**src/rtl/io_bridge_fl_if.sv**
```systemverilog
// io_bridge_fl_if: bundle of every non-clock, non-reset signal of io_bridge_fl.
//
// Integer side (per channel, packed, channel k at [k*NBITS +: NBITS]):
//   in_data / in_valid / in_ready      input channel push handshake
//   out_data / out_valid / out_ready   output channel pop handshake
// Processor side:
//   proc_in / proc_addr_in / proc_req_in        float read of an input FIFO head
//   proc_out / proc_addr_out / proc_out_en      float write into an output FIFO
//   proc_stall                                  hold the processor this cycle
//   stat_stall                                  stall cycle counter (0 when not built)
//
// Modports: slave = the bridge, master = the external side / testbench.
interface io_bridge_fl_if #(
  parameter int unsigned NBITS  = 19,
  parameter int unsigned NBMANT = 19,
  parameter int unsigned NBEXPO = 8,
  parameter int unsigned NUIOIN = 4,
  parameter int unsigned NUIOOU = 4
) ();

  localparam int unsigned FW  = NBMANT + NBEXPO + 1;
  localparam int unsigned AIW = (NUIOIN > 1) ? $clog2(NUIOIN) : 1;
  localparam int unsigned AOW = (NUIOOU > 1) ? $clog2(NUIOOU) : 1;

  logic [NUIOIN*NBITS-1:0] in_data;
  logic [NUIOIN-1:0]       in_valid;
  logic [NUIOIN-1:0]       in_ready;

  logic [NUIOOU*NBITS-1:0] out_data;
  logic [NUIOOU-1:0]       out_valid;
  logic [NUIOOU-1:0]       out_ready;

  logic [FW-1:0]           proc_in;
  logic [AIW-1:0]          proc_addr_in;
  logic                    proc_req_in;
  logic [FW-1:0]           proc_out;
  logic [AOW-1:0]          proc_addr_out;
  logic                    proc_out_en;
  logic                    proc_stall;
  logic [15:0]             stat_stall;

  modport slave (
    input  in_data, in_valid, out_ready,
    input  proc_addr_in, proc_req_in, proc_out, proc_addr_out, proc_out_en,
    output in_ready, out_data, out_valid, proc_in, proc_stall, stat_stall
  );

  modport master (
    output in_data, in_valid, out_ready,
    output proc_addr_in, proc_req_in, proc_out, proc_addr_out, proc_out_en,
    input  in_ready, out_data, out_valid, proc_in, proc_stall, stat_stall
  );

endinterface

```
**src/rtl/io_bridge_fl.sv**
```systemverilog
// io_bridge_fl: buffered I/O front-end for the floating-point soft processor.
//
// NUIOIN input channels and NUIOOU output channels, each backed by an FDEPTH-entry
// circular FIFO. Input FIFOs hold raw integers; the head of the addressed input FIFO is
// converted to float combinationally for the processor. Processor writes are converted
// float-to-integer before being pushed into the addressed output FIFO. Reads from an
// empty channel or writes to a full channel stall the processor.
//
// Ports:
//   clk   clock
//   rst   asynchronous, active-high reset; discards all FIFO contents
//   bus   io_bridge_fl_if.slave (integer handshakes, processor port, stat_stall)
//
// Float format (FW = NBMANT+NBEXPO+1 bits): {sign, biased exponent, fraction}, bias
// 2^(NBEXPO-1)-1, implied leading one, all-zero word is 0.0. Float-to-integer truncates
// toward zero and saturates to the NBITS two's complement range; exponent 0 reads as 0.
//
// Optional feature: define IO_BRIDGE_STAT_EN to build the saturating stall counter on
// stat_stall; otherwise stat_stall is tied to 0.
module io_bridge_fl #(
  parameter int unsigned NBITS  = 19,
  parameter int unsigned NBMANT = 19,
  parameter int unsigned NBEXPO = 8,
  parameter int unsigned NUIOIN = 4,
  parameter int unsigned NUIOOU = 4,
  parameter int unsigned FDEPTH = 4
) (
  input logic          clk,
  input logic          rst,
  io_bridge_fl_if.slave bus
);

  localparam int unsigned FW   = NBMANT + NBEXPO + 1;
  localparam int unsigned AIW  = (NUIOIN > 1) ? $clog2(NUIOIN) : 1;
  localparam int unsigned AOW  = (NUIOOU > 1) ? $clog2(NUIOOU) : 1;
  localparam int unsigned LD   = $clog2(FDEPTH);
  localparam int unsigned PW   = LD + 1;
  localparam int unsigned BIAS = (1 << (NBEXPO - 1)) - 1;
  localparam int unsigned SHW  = NBITS + NBMANT;
  localparam int unsigned SGW  = NBITS + NBMANT + 1;

  // ---------------------------------------------------------------------------------------
  // Conversions
  // ---------------------------------------------------------------------------------------

  function automatic logic [FW-1:0] int2float(input logic [NBITS-1:0] x);
    logic              neg;
    logic [NBITS-1:0]  mag;
    int unsigned       p;
    logic [SHW-1:0]    sh;
    logic [NBMANT-1:0] frac;
    logic [NBEXPO-1:0] expo;
    neg = x[NBITS-1];
    // -2^(NBITS-1) negates to itself, which is the correct unsigned magnitude.
    mag = neg ? (~x + 1'b1) : x;
    p = 0;
    for (int i = 0; i < int'(NBITS); i++) begin
      if (mag[i]) p = i;
    end
    // Park the leading one at the top bit; the NBMANT bits below it are the fraction.
    sh   = SHW'(mag) << (SHW - 1 - p);
    frac = NBMANT'(sh >> (NBITS - 1));
    expo = NBEXPO'(BIAS + p);
    return (mag == '0) ? '0 : {neg, expo, frac};
  endfunction

  function automatic logic [NBITS-1:0] float2int(input logic [FW-1:0] f);
    logic              s;
    logic [NBEXPO-1:0] e;
    logic [NBMANT-1:0] m;
    int                ue;
    logic [SGW-1:0]    sig;
    logic [NBITS-1:0]  mag;
    logic [NBITS-1:0]  res;
    s   = f[FW-1];
    e   = f[FW-2 -: NBEXPO];
    m   = f[NBMANT-1:0];
    ue  = int'(e) - int'(BIAS);
    sig = SGW'({1'b1, m});
    res = '0;
    if (e == '0 || ue < 0) begin
      res = '0;
    end else if (ue >= int'(NBITS) - 1) begin
      res = s ? {1'b1, {(NBITS-1){1'b0}}} : {1'b0, {(NBITS-1){1'b1}}};
    end else begin
      if (ue >= int'(NBMANT)) sig = sig << (ue - int'(NBMANT));
      else                    sig = sig >> (int'(NBMANT) - ue);
      mag = NBITS'(sig);
      res = s ? (~mag + 1'b1) : mag;
    end
    return res;
  endfunction

  // ---------------------------------------------------------------------------------------
  // Input channels
  // ---------------------------------------------------------------------------------------

  logic [NBITS-1:0]  in_mem_q [NUIOIN][FDEPTH];
  logic [PW-1:0]     in_wp_q  [NUIOIN];
  logic [PW-1:0]     in_wp_d  [NUIOIN];
  logic [PW-1:0]     in_rp_q  [NUIOIN];
  logic [PW-1:0]     in_rp_d  [NUIOIN];
  logic [NUIOIN-1:0] in_full;
  logic [NUIOIN-1:0] in_empty;
  logic [NUIOIN-1:0] in_ready;
  logic [NUIOIN-1:0] in_push;
  logic [NUIOIN-1:0] in_pop;

  logic              rd_ok;
  logic [AIW-1:0]    rd_sel;
  logic              rd_empty;
  logic [NBITS-1:0]  rd_head;
  logic              rd_stall;

  always_comb begin
    in_full  = '0;
    in_empty = '0;
    for (int k = 0; k < int'(NUIOIN); k++) begin
      in_empty[k] = (in_wp_q[k] == in_rp_q[k]);
      in_full[k]  = (in_wp_q[k][PW-1] != in_rp_q[k][PW-1]) &&
                    (in_wp_q[k][LD-1:0] == in_rp_q[k][LD-1:0]);
    end
  end

  // Ready comes from registered pointers only; a same-cycle pop never frees a full slot.
  assign in_ready     = ~in_full & {NUIOIN{~rst}};
  assign in_push      = bus.in_valid & in_ready;
  assign bus.in_ready = in_ready;

  assign rd_ok    = (32'(bus.proc_addr_in) < NUIOIN);
  assign rd_sel   = rd_ok ? bus.proc_addr_in : '0;
  assign rd_empty = in_empty[rd_sel];
  assign rd_head  = in_mem_q[rd_sel][in_rp_q[rd_sel][LD-1:0]];
  assign rd_stall = bus.proc_req_in & rd_ok & rd_empty & ~rst;

  assign bus.proc_in = (rd_ok && !rd_empty) ? int2float(rd_head) : '0;

  always_comb begin
    in_pop = '0;
    for (int k = 0; k < int'(NUIOIN); k++) begin
      in_pop[k]  = bus.proc_req_in && rd_ok && (rd_sel == AIW'(k)) && !in_empty[k];
      in_wp_d[k] = in_push[k] ? in_wp_q[k] + 1'b1 : in_wp_q[k];
      in_rp_d[k] = in_pop[k]  ? in_rp_q[k] + 1'b1 : in_rp_q[k];
    end
  end

  always_ff @(posedge clk or posedge rst) begin
    if (rst) begin
      for (int k = 0; k < int'(NUIOIN); k++) begin
        in_wp_q[k] <= '0;
        in_rp_q[k] <= '0;
      end
    end else begin
      for (int k = 0; k < int'(NUIOIN); k++) begin
        in_wp_q[k] <= in_wp_d[k];
        in_rp_q[k] <= in_rp_d[k];
      end
    end
  end

  // Storage needs no reset: the pointers alone decide what is visible.
  always_ff @(posedge clk) begin
    for (int k = 0; k < int'(NUIOIN); k++) begin
      if (in_push[k]) in_mem_q[k][in_wp_q[k][LD-1:0]] <= bus.in_data[k*NBITS +: NBITS];
    end
  end

  // ---------------------------------------------------------------------------------------
  // Output channels
  // ---------------------------------------------------------------------------------------

  logic [NBITS-1:0]        out_mem_q [NUIOOU][FDEPTH];
  logic [PW-1:0]           out_wp_q  [NUIOOU];
  logic [PW-1:0]           out_wp_d  [NUIOOU];
  logic [PW-1:0]           out_rp_q  [NUIOOU];
  logic [PW-1:0]           out_rp_d  [NUIOOU];
  logic [NUIOOU-1:0]       out_full;
  logic [NUIOOU-1:0]       out_empty;
  logic [NUIOOU-1:0]       out_push;
  logic [NUIOOU-1:0]       out_pop;
  logic [NUIOOU*NBITS-1:0] out_data;

  logic                    wr_ok;
  logic [AOW-1:0]          wr_sel;
  logic                    wr_full;
  logic [NBITS-1:0]        wr_word;
  logic                    wr_stall;

  always_comb begin
    out_full  = '0;
    out_empty = '0;
    for (int j = 0; j < int'(NUIOOU); j++) begin
      out_empty[j] = (out_wp_q[j] == out_rp_q[j]);
      out_full[j]  = (out_wp_q[j][PW-1] != out_rp_q[j][PW-1]) &&
                     (out_wp_q[j][LD-1:0] == out_rp_q[j][LD-1:0]);
    end
  end

  assign wr_ok    = (32'(bus.proc_addr_out) < NUIOOU);
  assign wr_sel   = wr_ok ? bus.proc_addr_out : '0;
  assign wr_full  = out_full[wr_sel];
  assign wr_word  = float2int(bus.proc_out);
  assign wr_stall = bus.proc_out_en & wr_ok & wr_full & ~rst;

  assign out_pop       = ~out_empty & bus.out_ready;
  assign bus.out_valid = ~out_empty;

  always_comb begin
    out_push = '0;
    out_data = '0;
    for (int j = 0; j < int'(NUIOOU); j++) begin
      out_push[j] = bus.proc_out_en && wr_ok && (wr_sel == AOW'(j)) && !out_full[j];
      out_wp_d[j] = out_push[j] ? out_wp_q[j] + 1'b1 : out_wp_q[j];
      out_rp_d[j] = out_pop[j]  ? out_rp_q[j] + 1'b1 : out_rp_q[j];
      // Mask the stale head so an empty channel presents 0.
      if (!out_empty[j]) out_data[j*NBITS +: NBITS] = out_mem_q[j][out_rp_q[j][LD-1:0]];
    end
  end

  assign bus.out_data = out_data;

  always_ff @(posedge clk or posedge rst) begin
    if (rst) begin
      for (int j = 0; j < int'(NUIOOU); j++) begin
        out_wp_q[j] <= '0;
        out_rp_q[j] <= '0;
      end
    end else begin
      for (int j = 0; j < int'(NUIOOU); j++) begin
        out_wp_q[j] <= out_wp_d[j];
        out_rp_q[j] <= out_rp_d[j];
      end
    end
  end

  always_ff @(posedge clk) begin
    for (int j = 0; j < int'(NUIOOU); j++) begin
      if (out_push[j]) out_mem_q[j][out_wp_q[j][LD-1:0]] <= wr_word;
    end
  end

  // ---------------------------------------------------------------------------------------
  // Stall and statistics
  // ---------------------------------------------------------------------------------------

  assign bus.proc_stall = rd_stall | wr_stall;

`ifdef IO_BRIDGE_STAT_EN
  logic [15:0] stat_q;
  logic [15:0] stat_d;

  always_comb begin
    stat_d = stat_q;
    if (bus.proc_stall && (stat_q != 16'hFFFF)) stat_d = stat_q + 16'd1;
  end

  always_ff @(posedge clk or posedge rst) begin
    if (rst) stat_q <= '0;
    else     stat_q <= stat_d;
  end

  assign bus.stat_stall = stat_q;
`else
  assign bus.stat_stall = '0;
`endif

endmodule

```
**src/flat_wrapper.sv**
```systemverilog
// flat-port wrapper written by rule: the top's interface ports become plain ports
module io_bridge_fl_flat 
#(
  parameter int unsigned NBITS  = 19,
  parameter int unsigned NBMANT = 19,
  parameter int unsigned NBEXPO = 8,
  parameter int unsigned NUIOIN = 4,
  parameter int unsigned NUIOOU = 4,
  parameter int unsigned FDEPTH = 4
)
  (clk, rst, bus_in_data, bus_in_valid, bus_out_ready, bus_proc_addr_in, bus_proc_req_in, bus_proc_out, bus_proc_addr_out, bus_proc_out_en, bus_in_ready, bus_out_data, bus_out_valid, bus_proc_in, bus_proc_stall, bus_stat_stall);
  io_bridge_fl_if #(.NBITS(NBITS), .NBMANT(NBMANT), .NBEXPO(NBEXPO), .NUIOIN(NUIOIN), .NUIOOU(NUIOOU)) bus_i ();
  input logic clk;
  input logic rst;
  input wire logic [$bits(bus_i.in_data)-1:0] bus_in_data;
  input wire logic [$bits(bus_i.in_valid)-1:0] bus_in_valid;
  input wire logic [$bits(bus_i.out_ready)-1:0] bus_out_ready;
  input wire logic [$bits(bus_i.proc_addr_in)-1:0] bus_proc_addr_in;
  input wire logic [$bits(bus_i.proc_req_in)-1:0] bus_proc_req_in;
  input wire logic [$bits(bus_i.proc_out)-1:0] bus_proc_out;
  input wire logic [$bits(bus_i.proc_addr_out)-1:0] bus_proc_addr_out;
  input wire logic [$bits(bus_i.proc_out_en)-1:0] bus_proc_out_en;
  output wire logic [$bits(bus_i.in_ready)-1:0] bus_in_ready;
  output wire logic [$bits(bus_i.out_data)-1:0] bus_out_data;
  output wire logic [$bits(bus_i.out_valid)-1:0] bus_out_valid;
  output wire logic [$bits(bus_i.proc_in)-1:0] bus_proc_in;
  output wire logic [$bits(bus_i.proc_stall)-1:0] bus_proc_stall;
  output wire logic [$bits(bus_i.stat_stall)-1:0] bus_stat_stall;
  assign bus_i.in_data = bus_in_data;
  assign bus_i.in_valid = bus_in_valid;
  assign bus_i.out_ready = bus_out_ready;
  assign bus_i.proc_addr_in = bus_proc_addr_in;
  assign bus_i.proc_req_in = bus_proc_req_in;
  assign bus_i.proc_out = bus_proc_out;
  assign bus_i.proc_addr_out = bus_proc_addr_out;
  assign bus_i.proc_out_en = bus_proc_out_en;
  assign bus_in_ready = bus_i.in_ready;
  assign bus_out_data = bus_i.out_data;
  assign bus_out_valid = bus_i.out_valid;
  assign bus_proc_in = bus_i.proc_in;
  assign bus_proc_stall = bus_i.proc_stall;
  assign bus_stat_stall = bus_i.stat_stall;
  io_bridge_fl #(.NBITS(NBITS), .NBMANT(NBMANT), .NBEXPO(NBEXPO), .NUIOIN(NUIOIN), .NUIOOU(NUIOOU), .FDEPTH(FDEPTH)) u_core (.clk(clk), .rst(rst), .bus(bus_i));
endmodule
```
**config.mk**
```make
export PLATFORM = sky130hd
export DESIGN_NAME = io_bridge_fl_flat
export DESIGN_NICKNAME = d
export VERILOG_FILES = /design/src/rtl/io_bridge_fl_if.sv /design/src/rtl/io_bridge_fl.sv /design/src/flat_wrapper.sv
export SDC_FILE = /design/constraint.sdc
export NUM_CORES = 1
export LEC_CHECK = 0
export ABC_AREA = 1
export BUFFER_PORTS_ARGS = -buffer_cell sky130_fd_sc_hd__clkbuf_2
export CORE_MARGIN = 2
export CORE_UTILIZATION = 60
export DETAILED_ROUTE_END_ITERATION = 6
export GPL_TIMING_DRIVEN = 0
export PLACE_DENSITY = 0.8
export SKIP_CTS_REPAIR_TIMING = 1
export SKIP_LAST_GASP = 1
export SLEW_MARGIN = 20
export SYNTH_ARGS = -nofsm -noshare
export SYNTH_HDL_FRONTEND = slang
export SYNTH_SLANG_ARGS = --single-unit
```
**constraint.sdc**
```tcl
create_clock -name clk -period 12.2 [get_ports clk]
set_clock_uncertainty 0.15 [all_clocks]
set_input_delay 1.22 -clock clk [delete_from_list [all_inputs] [get_ports clk]]
set_output_delay 1.22 -clock clk [all_outputs]
set_load 0.01 [all_outputs]
```
==> results.toml <==
[run_status]
status = "complete, no violations"

[route]
vias_per_cell = 5.91
dr.pass1.iters = 6
drc = 0
drtIter0Drc = 3609
drt.antenna.violating_nets = 0
wl_mm = 96.6
detail_route.wl_per_cell_um = 20.9
vias = 27369

[critical_path]
worst_path_most_repeated_cell = "nand2_1"
endpoint_kind = "register"
critPathMaxStageDelay_ps = 700
criticalPathCategory = "in -> reg"
arrival_ps = 8620
cp.required_ps = 12340
r2r_cells = 6
worstPathMaxFanout = 16
crit_slowest_cell = "nor2_2"
startpoint_type = "input port"
regToRegSetupSlack_ps = 9450
timing.rr.start = "u_core.out_wp_q[2]"
reg2reg_to = "u_core.out_mem_q[3][63]"

[timing]
max-slew-margin-rel_pct = 33.0
rsz0062_at_grt = "no"
setup-tns-final_ps = 0
finalMaxSlewViolations = 0
finalHoldWorstSlack_ps = 334
setup_viol = 0
layout_min_cycle_time_ps = 8480
min_period_over_period_pct = 69.5
hold_viol = 0
worstMarginPinSlew_ps = 1000
clock.fmax_mhz = 118

[worst_hold_path]
whs_path_depth = 1
hold_path_class = "reg -> reg"
whs_endpoint = "u_core.out_wp_q[11]"
hp-start = "u_core.out_wp_q[11]"

[cts]
cts_sinks = 656
clock_latency_ps = 630
cts.path.max_buffers = 3
clk_transition_reported_paths_ps = 60
numCtsBuffers = 61
root_buffer = "clkbuf_16"
cts_tree = "yes"
h-tree-depth = 2

[power_and_ir_drop]
peakVddDrop_mv = 0.214
total_power_uw = 9150
power_density_nw_per_um2 = 238
leakagePower_uw = 0.0159

[cells_and_area]
drive_above_1_share_pct = 15.4
fin_cells = 4631
final_common_cell = "nand2_1"
num-nets-final = 4013
seqCellArea_um2 = 19500
fillers = 4079
multi_input_area_um2 = 11900
syn_to_final_growth_pct = 15.3
final_cell_mix = "nand2_1, edfxtp_1, nor2_1"

[die]
placementRows = 86
start_util_pct = 60.7
die_area_um2 = 57600
coreArea_um2 = 55100
die_w_um = 240
ios = 249
dieHeight_um = 240

[logic_synthesis]
yosysSeqAreaShare_pct = 58.2
synth_warnings = 0
syn-instance-count = 3483
avgSynthCellArea_um2 = 9.60
syn_area_um2 = 33400
synth_edf_count = 608
synthArstFlopShare_pct = 7.32
yosys.cell_types.count = 65
synth-seq-cells = 656
ys.flop_type = "edfxtp_1"

[global_routing]
grt_max_degree = 47
grt_pass1_vias = 25676
grt_use_total_pct = 33.1
grt_pass1_wl_mm = 144
antenna_found_initial = 11
overflow = 0

[placed_design]
dp.final_hpwl_mm = 67.7
place_inst = 4510
port_buffers = 231
gp_congestion = 0.961

[job]
maxCapViolations = 0
-- sequential cells by signal, summed over array words and instances (netlist names) --
signal	cells
u_core.in_mem_q	304
u_core.in_rp_q	12
u_core.in_wp_q	12
u_core.out_mem_q	304
u_core.out_rp_q	12
u_core.out_wp_q	12
-- worst max path at each step --
stage,endpoint,cells after the start,startpoint,slack (ps)
5_1_grt,u_core.out_mem_q[1][48],36,bus_proc_out[19],2990
3_3_place_gp,u_core.out_mem_q[2][18],36,bus_proc_out[19],2580
3_5_place_dp,u_core.out_mem_q[2][10],36,bus_proc_out[19],3220
2_1_floorplan,u_core.out_mem_q[0][18],35,bus_proc_out[19],5430
6_report,u_core.out_mem_q[1][48],36,bus_proc_out[19],3720
4_1_cts,u_core.out_mem_q[1][48],36,bus_proc_out[19],3840
-- power by group --
part | switching [µW] | leakage, µW | internal, µW
combinational | 2910 | 0.00878 | 1390
sequential | 143 | 0.00610 | 2760
clock | 838 | 0.000992 | 1120
-- per-layer routing --
metal  vias to the layer above  wire [µm]  track usage [%]
met1                     12860      37500             44.9
met4                        12       3800             13.7
met5                         -         80                0
met2                      1676      44600             53.1
met3                       282      10600             5.77
li1                      12539          -                -
-- synth_stat cells (14+ instances only) --
cell | number | area (µm²)
a21oi_1 | 69 | 345
buf_2 | 29 | 145
buf_4 | 37 | 278
buf_6 | 22 | 248
clkbuf_1 | 87 | 327
dfrtp_1 | 48 | 1200
edfxtp_1 | 608 | 18300
ha_1 | 68 | 851
inv_1 | 316 | 1190
inv_2 | 22 | 82.6
nand2_1 | 698 | 2620
nand2_2 | 15 | 93.8
nand3_1 | 210 | 1050
nand4_1 | 32 | 200
nor2_1 | 521 | 1960
nor3_1 | 19 | 95.1
o211ai_1 | 19 | 143
o21ai_0 | 235 | 1180
o21ai_1 | 108 | 541
o22ai_1 | 64 | 400
o32ai_1 | 59 | 517
xnor2_1 | 14 | 123
xor2_1 | 44 | 385
-- area by class of cell --
cell class | count | share of cell area (%)
multi-input cells | 2316 | 30.9
repair buffers | 264 | 4.69
diodes | 6 | 0.0390
well taps | 748 | 2.43
clock inverters | 40 | 1.17
inverters | 345 | 3.37
plain buffers | 181 | 2.70
clock buffers | 75 | 4.20
flip-flops and latches | 656 | 50.5
-- critical path, delay by kind of cell --
family	cells	cell delay, ps
adder cells (fa/ha/maj)	3	720
AND/OR/NAND/NOR	18	3720
AO/OA/AOI/OAI	5	950
buffers and inverters	10	1960
-- logic make-up (layout without fill, tap and decap cells) --
kind of cell	after synthesis	in the layout	share of synthesized area [%]
multiplexers	5	5	0.165
flip-flops	656	656	58.2
adder cells (fa/ha/maj)	68	68	2.55
XOR/XNOR	64	64	1.81
buffers and inverters	526	905	7.00
AO/OA/AOI/OAI	590	590	10.4
other	1	22	0.0112
AND/OR/NAND/NOR	1573	1573	19.9
-- stage by stage --
| stage | worst slack, ps | utilization [%] | cell area (µm²) |
|---|---|---|---|
| 3_3_place_gp | 2580 | 64.6 | 35600 |
| 5_1_grt | 2990 | 69.9 | 38500 |
| 2_1_floorplan | 5430 | - | 33500 |
| 6_report | 3720 | 70.0 | 38500 |
| 3_5_place_dp | 3220 | 66.2 | 36500 |
| 4_1_cts | 3840 | 69.9 | 38500 |
Power figures use the tool's default switching activity.
